<file path="config.mk">
export PLATFORM = sky130hd
export DESIGN_NAME = fetch_unit_flat
export DESIGN_NICKNAME = d
export VERILOG_FILES = /design/src/rtl/fetch_unit_if.sv /design/src/rtl/fetch_unit.sv /design/src/flat_wrapper.sv
export SDC_FILE = /design/constraint.sdc
export NUM_CORES = 1
export LEC_CHECK = 0
export ABC_AREA = 0
export ABC_CLOCK_PERIOD_IN_PS = 3000
export CAP_MARGIN = 20
export CORE_MARGIN = 3
export CORE_UTILIZATION = 44
export DETAILED_ROUTE_END_ITERATION = 6
export GPL_TIMING_DRIVEN = 1
export MAX_ROUTING_LAYER = met4
export PLACE_DENSITY = 0.88
export SLEW_MARGIN = 20
export SYNTH_ARGS = -nofsm -noshare
export SYNTH_HDL_FRONTEND = slang
export SYNTH_SLANG_ARGS = --single-unit
</file>
<file path="constraint.sdc">
create_clock -name clk -period 3 [get_ports clk]
set_input_delay 0.6 -clock clk [delete_from_list [all_inputs] [get_ports clk]]
set_output_delay 0.6 -clock clk [all_outputs]
set_load 0.03 [all_outputs]
</file>
<file path="src/rtl/fetch_unit_if.sv">
`default_nettype none
// ============================================================================
// Module      : fetch_unit_if
// Description : Bundle of the fetch stage's handshake and bus signals:
//               execute redirect, decode valid/stall/halt handshake and the
//               instruction-memory request/done port.
// Modports    : master - the fetch unit (drives imem request and decode side)
//               slave  - the environment (execute, decode and memory)
// Revision    : 1.0 - initial release
// ============================================================================
interface fetch_unit_if;
    logic        redirect;
    logic [15:0] redirectPC;
    logic        stall;
    logic        halt;
    logic        imemReq;
    logic [15:0] imemAddr;
    logic [15:0] imemRdata;
    logic        imemDone;
    logic [15:0] instr;
    logic        instrValid;
    logic [15:0] instrPC;
    logic [15:0] pcPlus2;
    logic        halted;
    logic        err;

    modport master (
        input  redirect, redirectPC, stall, halt, imemRdata, imemDone,
        output imemReq, imemAddr, instr, instrValid, instrPC, pcPlus2,
               halted, err
    );

    modport slave (
        output redirect, redirectPC, stall, halt, imemRdata, imemDone,
        input  imemReq, imemAddr, instr, instrValid, instrPC, pcPlus2,
               halted, err
    );
endinterface
`default_nettype wire

</file>
<file path="src/rtl/fetch_unit.sv">
`default_nettype none
// ============================================================================
// Module      : fetch_unit
// Description : Instruction-fetch stage of the 16-bit processor. Owns the PC,
//               issues one instruction-memory read at a time, buffers the
//               returned instruction for decode, follows execute redirects
//               (squashing in-flight reads) and freezes on HALT or on a
//               misaligned redirect target.
// Ports       : clk  - system clock, rising edge
//               rst  - asynchronous active-high reset
//               bus  - fetch_unit_if.master (redirect, decode handshake,
//                      instruction-memory request/done)
// Parameters  : RESET_PC - PC loaded on reset
// Revision    : 1.0 - initial release
// ============================================================================
module fetch_unit #(
    parameter logic [15:0] RESET_PC = 16'h0000
) (
    input  logic          clk,
    input  logic          rst,
    fetch_unit_if.master  bus
);

    typedef enum logic [1:0] {
        S_REQ    = 2'd0,
        S_VALID  = 2'd1,
        S_HALTED = 2'd2
    } state_t;

    state_t      r_state;
    logic [15:0] r_pc;
    logic        r_pend_valid;
    logic [15:0] r_pend_pc;
    logic [15:0] r_instr;
    logic [15:0] r_instr_pc;
    logic [15:0] r_pc_plus2;
    logic        r_err;
    logic        r_imem_req;
    logic        r_instr_valid;
    logic        r_halted;

    logic        w_bad_redirect;

    // A redirect to an odd address is fatal for the fetch stream.
    assign w_bad_redirect = bus.redirect & bus.redirectPC[0];

    always_ff @(posedge clk or posedge rst) begin
        if (rst) begin
            r_state       <= S_REQ;
            r_pc          <= RESET_PC;
            r_pend_valid  <= 1'b0;
            r_pend_pc     <= 16'h0000;
            r_instr       <= 16'h0000;
            r_instr_pc    <= 16'h0000;
            r_pc_plus2    <= 16'h0000;
            r_err         <= 1'b0;
            r_imem_req    <= 1'b1;
            r_instr_valid <= 1'b0;
            r_halted      <= 1'b0;
        end else begin
            case (r_state)
                S_REQ: begin
                    if (w_bad_redirect) begin
                        // Outstanding read is simply ignored once halted.
                        r_err         <= 1'b1;
                        r_pend_valid  <= 1'b0;
                        r_state       <= S_HALTED;
                        r_imem_req    <= 1'b0;
                        r_halted      <= 1'b1;
                    end else if (bus.imemDone) begin
                        if (bus.redirect) begin
                            r_pc         <= bus.redirectPC;
                            r_pend_valid <= 1'b0;
                        end else if (r_pend_valid) begin
                            // Stale data: reissue at the remembered target.
                            r_pc         <= r_pend_pc;
                            r_pend_valid <= 1'b0;
                        end else begin
                            r_instr       <= bus.imemRdata;
                            r_instr_pc    <= r_pc;
                            r_pc_plus2    <= r_pc + 16'd2;
                            r_pc          <= r_pc + 16'd2;
                            r_state       <= S_VALID;
                            r_imem_req    <= 1'b0;
                            r_instr_valid <= 1'b1;
                        end
                    end else if (bus.redirect) begin
                        // The read cannot be aborted, so the address stays
                        // put and the target is remembered; last one wins.
                        r_pend_pc    <= bus.redirectPC;
                        r_pend_valid <= 1'b1;
                    end
                end

                S_VALID: begin
                    if (w_bad_redirect) begin
                        r_err         <= 1'b1;
                        r_state       <= S_HALTED;
                        r_instr_valid <= 1'b0;
                        r_halted      <= 1'b1;
                    end else if (bus.redirect) begin
                        r_pc          <= bus.redirectPC;
                        r_state       <= S_REQ;
                        r_imem_req    <= 1'b1;
                        r_instr_valid <= 1'b0;
                    end else if (!bus.stall) begin
                        r_instr_valid <= 1'b0;
                        if (bus.halt) begin
                            r_state  <= S_HALTED;
                            r_halted <= 1'b1;
                        end else begin
                            // PC was advanced when the instruction was captured.
                            r_state    <= S_REQ;
                            r_imem_req <= 1'b1;
                        end
                    end
                end

                S_HALTED: begin
                    // Frozen until reset.
                end

                default: begin
                    r_state       <= S_HALTED;
                    r_imem_req    <= 1'b0;
                    r_instr_valid <= 1'b0;
                    r_halted      <= 1'b1;
                end
            endcase
        end
    end

    assign bus.imemReq    = r_imem_req;
    assign bus.imemAddr   = r_pc;
    assign bus.instr      = r_instr;
    assign bus.instrValid = r_instr_valid;
    assign bus.instrPC    = r_instr_pc;
    assign bus.pcPlus2    = r_pc_plus2;
    assign bus.halted     = r_halted;
    assign bus.err        = r_err;

endmodule
`default_nettype wire

</file>
<file path="src/flat_wrapper.sv">
// flat-port wrapper written by rule: the top's interface ports become plain ports
module fetch_unit_flat 
#(
    parameter logic [15:0] RESET_PC = 16'h0000
)
  (clk, rst, bus_redirect, bus_redirectPC, bus_stall, bus_halt, bus_imemRdata, bus_imemDone, bus_imemReq, bus_imemAddr, bus_instr, bus_instrValid, bus_instrPC, bus_pcPlus2, bus_halted, bus_err);
  fetch_unit_if bus_i ();
  input  logic clk;
  input  logic rst;
  input wire logic [$bits(bus_i.redirect)-1:0] bus_redirect;
  input wire logic [$bits(bus_i.redirectPC)-1:0] bus_redirectPC;
  input wire logic [$bits(bus_i.stall)-1:0] bus_stall;
  input wire logic [$bits(bus_i.halt)-1:0] bus_halt;
  input wire logic [$bits(bus_i.imemRdata)-1:0] bus_imemRdata;
  input wire logic [$bits(bus_i.imemDone)-1:0] bus_imemDone;
  output wire logic [$bits(bus_i.imemReq)-1:0] bus_imemReq;
  output wire logic [$bits(bus_i.imemAddr)-1:0] bus_imemAddr;
  output wire logic [$bits(bus_i.instr)-1:0] bus_instr;
  output wire logic [$bits(bus_i.instrValid)-1:0] bus_instrValid;
  output wire logic [$bits(bus_i.instrPC)-1:0] bus_instrPC;
  output wire logic [$bits(bus_i.pcPlus2)-1:0] bus_pcPlus2;
  output wire logic [$bits(bus_i.halted)-1:0] bus_halted;
  output wire logic [$bits(bus_i.err)-1:0] bus_err;
  assign bus_i.redirect = bus_redirect;
  assign bus_i.redirectPC = bus_redirectPC;
  assign bus_i.stall = bus_stall;
  assign bus_i.halt = bus_halt;
  assign bus_i.imemRdata = bus_imemRdata;
  assign bus_i.imemDone = bus_imemDone;
  assign bus_imemReq = bus_i.imemReq;
  assign bus_imemAddr = bus_i.imemAddr;
  assign bus_instr = bus_i.instr;
  assign bus_instrValid = bus_i.instrValid;
  assign bus_instrPC = bus_i.instrPC;
  assign bus_pcPlus2 = bus_i.pcPlus2;
  assign bus_halted = bus_i.halted;
  assign bus_err = bus_i.err;
  fetch_unit #(.RESET_PC(RESET_PC)) u_core (.clk(clk), .rst(rst), .bus(bus_i));
endmodule
</file>
==> flow_summary_export.csv, run 1 <==
group,metric,value,unit
clock_tree,clk_latency,0.35,ns
floorplanning,core-area,0.008934,mm2
timing,skew,0.009675,ns
layout,final_nets,503,
logic_synthesis,synth_cell_types,59,
timing,slew_viol_final,0,
logic_synthesis,synth_nets,401,
worst_setup_path,required,2.40,ns
power_and_ir_drop,power.switching,0.001130,W
clock_tree,htree_num_levels,3,
layout,n_antenna_cell,0,
worst_setup_path,slowest_delay,0.78,ns
layout,final_common_cell,"clkdlybuf4s50_1",
timing,slew_headroom,51.69,%
layout,area_growth,32.42,%
layout,layout_common_cells,"105 x clkdlybuf4s50_1, 85 x dfrtp_1, 37 x mux2_2, 36 x nand2_1, 34 x o21ai_0",
worst_setup_path,endpoint,"bus_imemAddr[9]",
worst_setup_path,reg2reg_to,"u_core.bus.imemAddr[13]$_DFFE_PP0P_",
worst_setup_path,crit_chain,"clkdlybuf4s50_1",
logic_synthesis,synth_edf_count,0,
routing,drtPass1Iterations,4,
logic_synthesis,yosysSeqAreaShare,52.09,%
clock_tree,clock_sinks,86,
worst_setup_path,critPathBufInv,1,
min_path,hold_depth,1,
worst_setup_path,path_max_fanout,9,
floorplanning,die-height,102.9,um
worst_setup_path,cp-start-kind,"flop",
routing,final_antenna_net_count,0,
clock_tree,cts_resized,0,
timing,rsz0062_at_grt,"no",
worst_setup_path,crit_family,"buffers and inverters",
worst_setup_path,worstSetupPathType,"flop to output pin",
power_and_ir_drop,p_seq_share,45.1,%
placement,place.gp.congestion,0.8378,
timing,post-route-min-period,2.304,ns
clock_tree,cts_buffer_depth,2,
placement,hpwl,7457,um
routing,wl_per_cell,17.64,um
worst_setup_path,endpoint_kind,"output pin",
power_and_ir_drop,switching_share,33.39,%
worst_setup_path,slowest_stage,"clkdlybuf4s50_1",
power_and_ir_drop,p_leak,2.394,nW
timing,fin_setup_tns,0,ns
floorplanning,dieArea,0.01059,mm2
timing,finalSetupViolations,0,
routing,wl_met1,4224,um
power_and_ir_drop,clockPowerShare,25.4,%
power_and_ir_drop,p_int,0.002254,W
worst_setup_path,r2r-start,"u_core.r_state[0]$_DFFE_PP0P_",
routing,routed_wl,10180,um
layout,drive_above_1_share,18.12,%
floorplanning,rows,34,
floorplanning,start_util,46.27,%
floorplanning,io_pins,106,
logic_synthesis,ys.flop_type,"dfrtp_1",
clock_tree,hold_buffers,0,
routing,dr.first_iter.drc_count,170,
power_and_ir_drop,vdd_ir_drop_max,0.2567,mV
grt,grtUsageTotal,20.28,%
logic_synthesis,syn_inst,362,
clock_tree,cts_buffers,9,
routing,drc,0,
grt,first_global_vias,3228,
worst_setup_path,worstPathArrival,1.70,ns
routing,wl_met3,692,um
timing,maxClockFrequency,0.4340,GHz
grt,grt_pass1_wl,16240,um
grt,antenna_found_initial,0,
timing,holdWs,0.4707,ns
timing,post-route-period-util,76.80,%
clock_tree,cts_root_buf,"clkbuf_8",
timing,worstMarginPinSlew,0.7238,ns
logic_synthesis,yosys_register_bits,86,
routing,wl_met2,5102,um
worst_setup_path,cp-startpoint,"u_core.bus.imemAddr[9]$_DFFE_PP0P_",
worst_setup_path,worst-path-stages,1,
logic_synthesis,ys_warn_count,0,
routing,via_per_inst,5.563,
power_and_ir_drop,combPwrFrac,29.5,%
logic_synthesis,synthArstFlopShare,100.0,%
min_path,hp-class,"flop to flop",
routing,vias,3210,
worst_setup_path,r2r_cells,5,
timing,hold_viol,0,
logic_synthesis,synth_area,0.004134,mm2
logic_synthesis,syn_avg_cell_area,11.42,um2
grt,grt_start_max_net_pins,41,
routing,top_layer_used,"met4",
placement,port_buffers,105,
power_and_ir_drop,p_per_area,618.0,mW/mm2
worst_setup_path,reg2reg_slack,0.96,ns
grt,grt-ovfl-total,0,
clock_tree,cts_tree,"yes",
flow_run,max-cap-violations,0,
clock_tree,post-cts-setup-buffer-count,0,
run_status,status,"completed",
clock_tree,path_clk_slew,0.08,ns
floorplanning,die_x,102.9,um
## final cells by class
| class | count | area (um2) |
|---|---|---|
| well taps | 108 | 135.1 |
| inverters | 4 | 16.27 |
| fillers | 718 | 3460 |
| repair buffers | 118 | 1186 |
| multi-input cells | 245 | 1775 |
| clock inverters | 4 | 72.57 |
| flip-flops and latches | 86 | 2153 |
| clock buffers | 12 | 135.1 |
## routing by layer
layer,track usage [%],vias up
met2,33.50,113
met3,4.533,11
met4,5.976,0
met5,-,-
met1,24.98,1592
li1,-,1494
## per-stage QoR
step	setup WS [ns]	utilization (%)	std cells	power, W	instance area [um2]
after CTS	0.6833	61.27	577	0.003411	5474
after global routing	0.6528	61.27	577	0.003547	5474
final	0.6959	61.27	577	0.003383	5474
after floorplan	0.1798	-	362	0.002068	4134
after global placement	0.4338	58.95	561	0.002509	5266
after detailed placement	0.3565	58.95	561	0.002544	5266
## how the worst min path moves through the flow
stage	startpoint	end	slack [ns]
finish	u_core.bus.err$_DFFE_PP0P_	u_core.bus.err$_DFFE_PP0P_	0.47
floorplan	u_core.r_pend_pc[0]$_DFFE_PP0P_	u_core.r_pend_pc[0]$_DFFE_PP0P_	0.46
global placement	u_core.bus.err$_DFFE_PP0P_	u_core.bus.err$_DFFE_PP0P_	0.46
global route	u_core.bus.err$_DFFE_PP0P_	u_core.bus.err$_DFFE_PP0P_	0.50
detailed placement	u_core.bus.err$_DFFE_PP0P_	u_core.bus.err$_DFFE_PP0P_	0.45
CTS	u_core.bus.err$_DFFE_PP0P_	u_core.bus.err$_DFFE_PP0P_	0.48
## flip-flops by register name, indices dropped and copies added, names as in the netlist
name,cells
u_core.bus.imemReq,1
u_core.bus.err,1
u_core.bus.instrValid,1
u_core.bus.instrPC,15
u_core.bus.imemAddr,16
u_core.bus.pcPlus2,16
u_core.bus.instr,16
u_core.r_pend_pc,16
u_core.r_state,2
u_core.r_pend_valid,1
u_core.bus.halted,1
## synthesized netlist by cell type, types with 2 or more instances
cell type,n,area share [%]
dfrtp_1,85,51
mux2_2,37,10
nand2_1,36,3.3
o21ai_0,34,4.1
nor3_1,14,1.7
a21oi_1,12,1.5
mux2_4,10,3.6
nand3_1,10,1.2
clkbuf_1,9,0.82
nor2_1,9,0.82
xor2_1,7,1.5
nand2b_1,6,0.91
xnor2_1,6,1.3
buf_2,5,0.61
buf_4,5,0.91
nand4_1,5,0.76
nor2b_1,5,0.76
buf_6,4,1.1
inv_1,4,0.36
mux2i_1,4,0.97
a21o_1,3,0.54
and4_2,3,0.73
clkbuf_8,3,1.0
nand4b_1,3,0.64
a211o_1,2,0.42
and4_1,2,0.42
nor3b_1,2,0.36
o2111ai_1,2,0.42
o21a_1,2,0.36
o22ai_1,2,0.30
or3_1,2,0.30
or3b_2,2,0.42
## power by group through the flow
stage	Combinational, W	Clock (W)	Sequential [W]
2_1_floorplan	0.000295	0	0.00177
3_3_place_gp	0.000976	0	0.00153
3_5_place_dp	0.00100	0	0.00154
4_1_cts	0.00101	0.000882	0.00152
5_1_grt	0.00106	0.000931	0.00155
6_report	0.000997	0.000861	0.00153
## cell families (layout without fill, tap and decap cells)
group                      count (synthesis)  in the layout  synth area share (%)
xor gates and xnor gates                  13             13                 2.754
AOI/OAI and AO/OA                         70             70                 10.35
and+or+nand+nor                          110            110                 14.86
muxes                                     51             51                 14.68
DFF                                       86             86                 52.09
buffers and inverters                     31            138                 4.964
adders and majority gates                  1              1                0.3026
No activity file was read; power rests on OpenSTA's default activity.
==> run 2: changes to the inputs <==
Settings changed: ABC_CLOCK_PERIOD_IN_PS 3000 to 2100.
Clock period 3 ns to 2.1 ns, I/O delays scaled along.
==> run 2 against run 1 <==
Clock-buffer cell count down 3. Critical path type unchanged. Sequential power up 38%. Register-to-register slack worse by 0.76 ns. Global-route usage up 0.42 points. Worst hold slack better by 0.0024 ns. Largest cell class unchanged. Highest routed layer unchanged.
==> flow_summary_export.csv, run 2 (synthesis results as in run 1) <==
group,metric,value,unit
power_and_ir_drop,p_leak,2.502,nW
routing,final_antenna_net_count,0,
worst_setup_path,worstPathArrival,1.59,ns
clock_tree,cts_root_buf,"clkbuf_8",
worst_setup_path,cp-start-kind,"flop",
layout,final_common_cell,"clkdlybuf4s50_1",
floorplanning,io_pins,106,
timing,finalSetupViolations,0,
layout,layout_common_cells,"105 x clkdlybuf4s50_1, 85 x dfrtp_1, 37 x mux2_2, 36 x nand2_1, 34 x o21ai_0",
clock_tree,htree_num_levels,3,
placement,placed_area,0.005466,mm2
clock_tree,clock_sinks,86,
floorplanning,start_util,46.27,%
floorplanning,core-area,0.008934,mm2
timing,rsz0062_at_grt,"no",
worst_setup_path,slowest_delay,0.72,ns
timing,post-route-period-util,95.84,%
routing,drtPass1Iterations,5,
layout,final_area,0.005663,mm2
clock_tree,clk_latency,0.36,ns
grt,grt-ovfl-total,0,
timing,fin_setup_tns,0,ns
routing,via_per_inst,5.425,
timing,post-route-min-period,2.013,ns
worst_setup_path,crit_chain,"clkdlybuf4s50_1",
floorplanning,die_x,102.9,um
worst_setup_path,path_max_fanout,8,
worst_setup_path,worstSetupPathType,"flop to output pin",
timing,skew,0.01252,ns
power_and_ir_drop,vdd_ir_drop_max,0.3326,mV
clock_tree,hold_buffers,0,
power_and_ir_drop,p_per_area,854.5,mW/mm2
clock_tree,cts_buffers,9,
clock_tree,cts_resized,0,
flow_run,max-cap-violations,0,
routing,vias,3255,
layout,area_growth,36.99,%
routing,wl_per_cell,16.96,um
placement,place.gp.congestion,0.8715,
grt,grtUsageTotal,20.71,%
timing,worstMarginPinSlew,0.4935,ns
floorplanning,dieArea,0.01059,mm2
grt,antenna_found_initial,0,
placement,hpwl,7562,um
clock_tree,path_clk_slew,0.10,ns
clock_tree,cts_buffer_depth,2,
floorplanning,rows,34,
grt,grt_pass1_wl,16780,um
worst_setup_path,slowest_stage,"clkdlybuf4s50_1",
grt,first_global_vias,3436,
worst_setup_path,critPathBufInv,1,
worst_setup_path,endpoint_kind,"output pin",
routing,drc,0,
grt,grt_start_max_net_pins,87,
routing,dr.first_iter.drc_count,187,
timing,hold_viol,0,
min_path,hp-class,"flop to flop",
run_status,status,"completed",
worst_setup_path,crit_family,"buffers and inverters",
timing,maxClockFrequency,0.4969,GHz
worst_setup_path,required,1.68,ns
timing,slew_viol_final,0,
clock_tree,post-cts-setup-buffer-count,0,
layout,drive_above_1_share,22.56,%
layout,final_nets,526,
clock_tree,cts_tree,"yes",
layout,n_antenna_cell,0,
floorplanning,die-height,102.9,um
timing,slew_headroom,66.25,%
placement,port_buffers,105,
routing,routed_wl,10180,um
==> run 2: final cells by class <==
cell class | instances | area [um2]
multi-input combinational | 245 | 1775
sequential | 86 | 2153
inverter | 4 | 18.77
tap | 108 | 135.1
fill | 696 | 3271
clock inverter | 7 | 72.57
clock buffer | 9 | 123.9
timing repair buffer | 141 | 1384
==> run 2: path summary, 6_finish.rpt <==
check / start / to / slack (ns) / cells after the start
worst max-delay path: u_core.bus.imemAddr[10]$_DFFE_PP0P_ / bus_imemAddr[10] / 0.09 / 1
worst min-delay path: u_core.bus.err$_DFFE_PP0P_ / u_core.bus.err$_DFFE_PP0P_ / 0.47 / 1
worst max register to register: u_core.r_state[0]$_DFFE_PP0P_ / u_core.bus.imemAddr[14]$_DFFE_PP0P_ / 0.20 / 4
worst min register to register: u_core.bus.err$_DFFE_PP0P_ / u_core.bus.err$_DFFE_PP0P_ / 0.47 / 1
max in group asynchronous: rst / u_core.bus.imemReq$_DFFE_PP1P_ / 1.21 / 3
min in group asynchronous: rst / u_core.bus.instr[2]$_DFFE_PP0P_ / 0.55 / 3
==> run 2: through the flow <==
stage	worst slack (ns)	hold WS, ns	total power (W)	instances	utilization, %
floorplan	0.2191	0.4646	0.002955	362	-
global placement	-0.02133	0.4598	0.003656	584	61.19
detailed placement	-0.06049	0.4557	0.003707	584	61.19
CTS	0.07810	0.4768	0.004868	600	63.39
global route	0.03436	0.4868	0.005063	600	63.39
finish	0.08738	0.4731	0.004839	600	63.39
==> run 2: report_power, final <==
part | total [W] | internal, W | switching [W]
Combinational | 0.00156 | 0.000716 | 0.000848
Sequential | 0.00211 | 0.00189 | 0.000211
Clock | 0.00117 | 0.000554 | 0.000616
==> run 2: per-layer routing <==
metal / share of wire [%] / vias up / track usage (%) / wire length (um)
met3: 5.1 / 15 / 3.518 / 520
met4: 1.7 / 0 / 7.869 / 175
met1: 44 / 1600 / 26.65 / 4470
met5: 0 / - / - / 0
met2: 49 / 98 / 32.81 / 5009
li1: - / 1542 / - / -
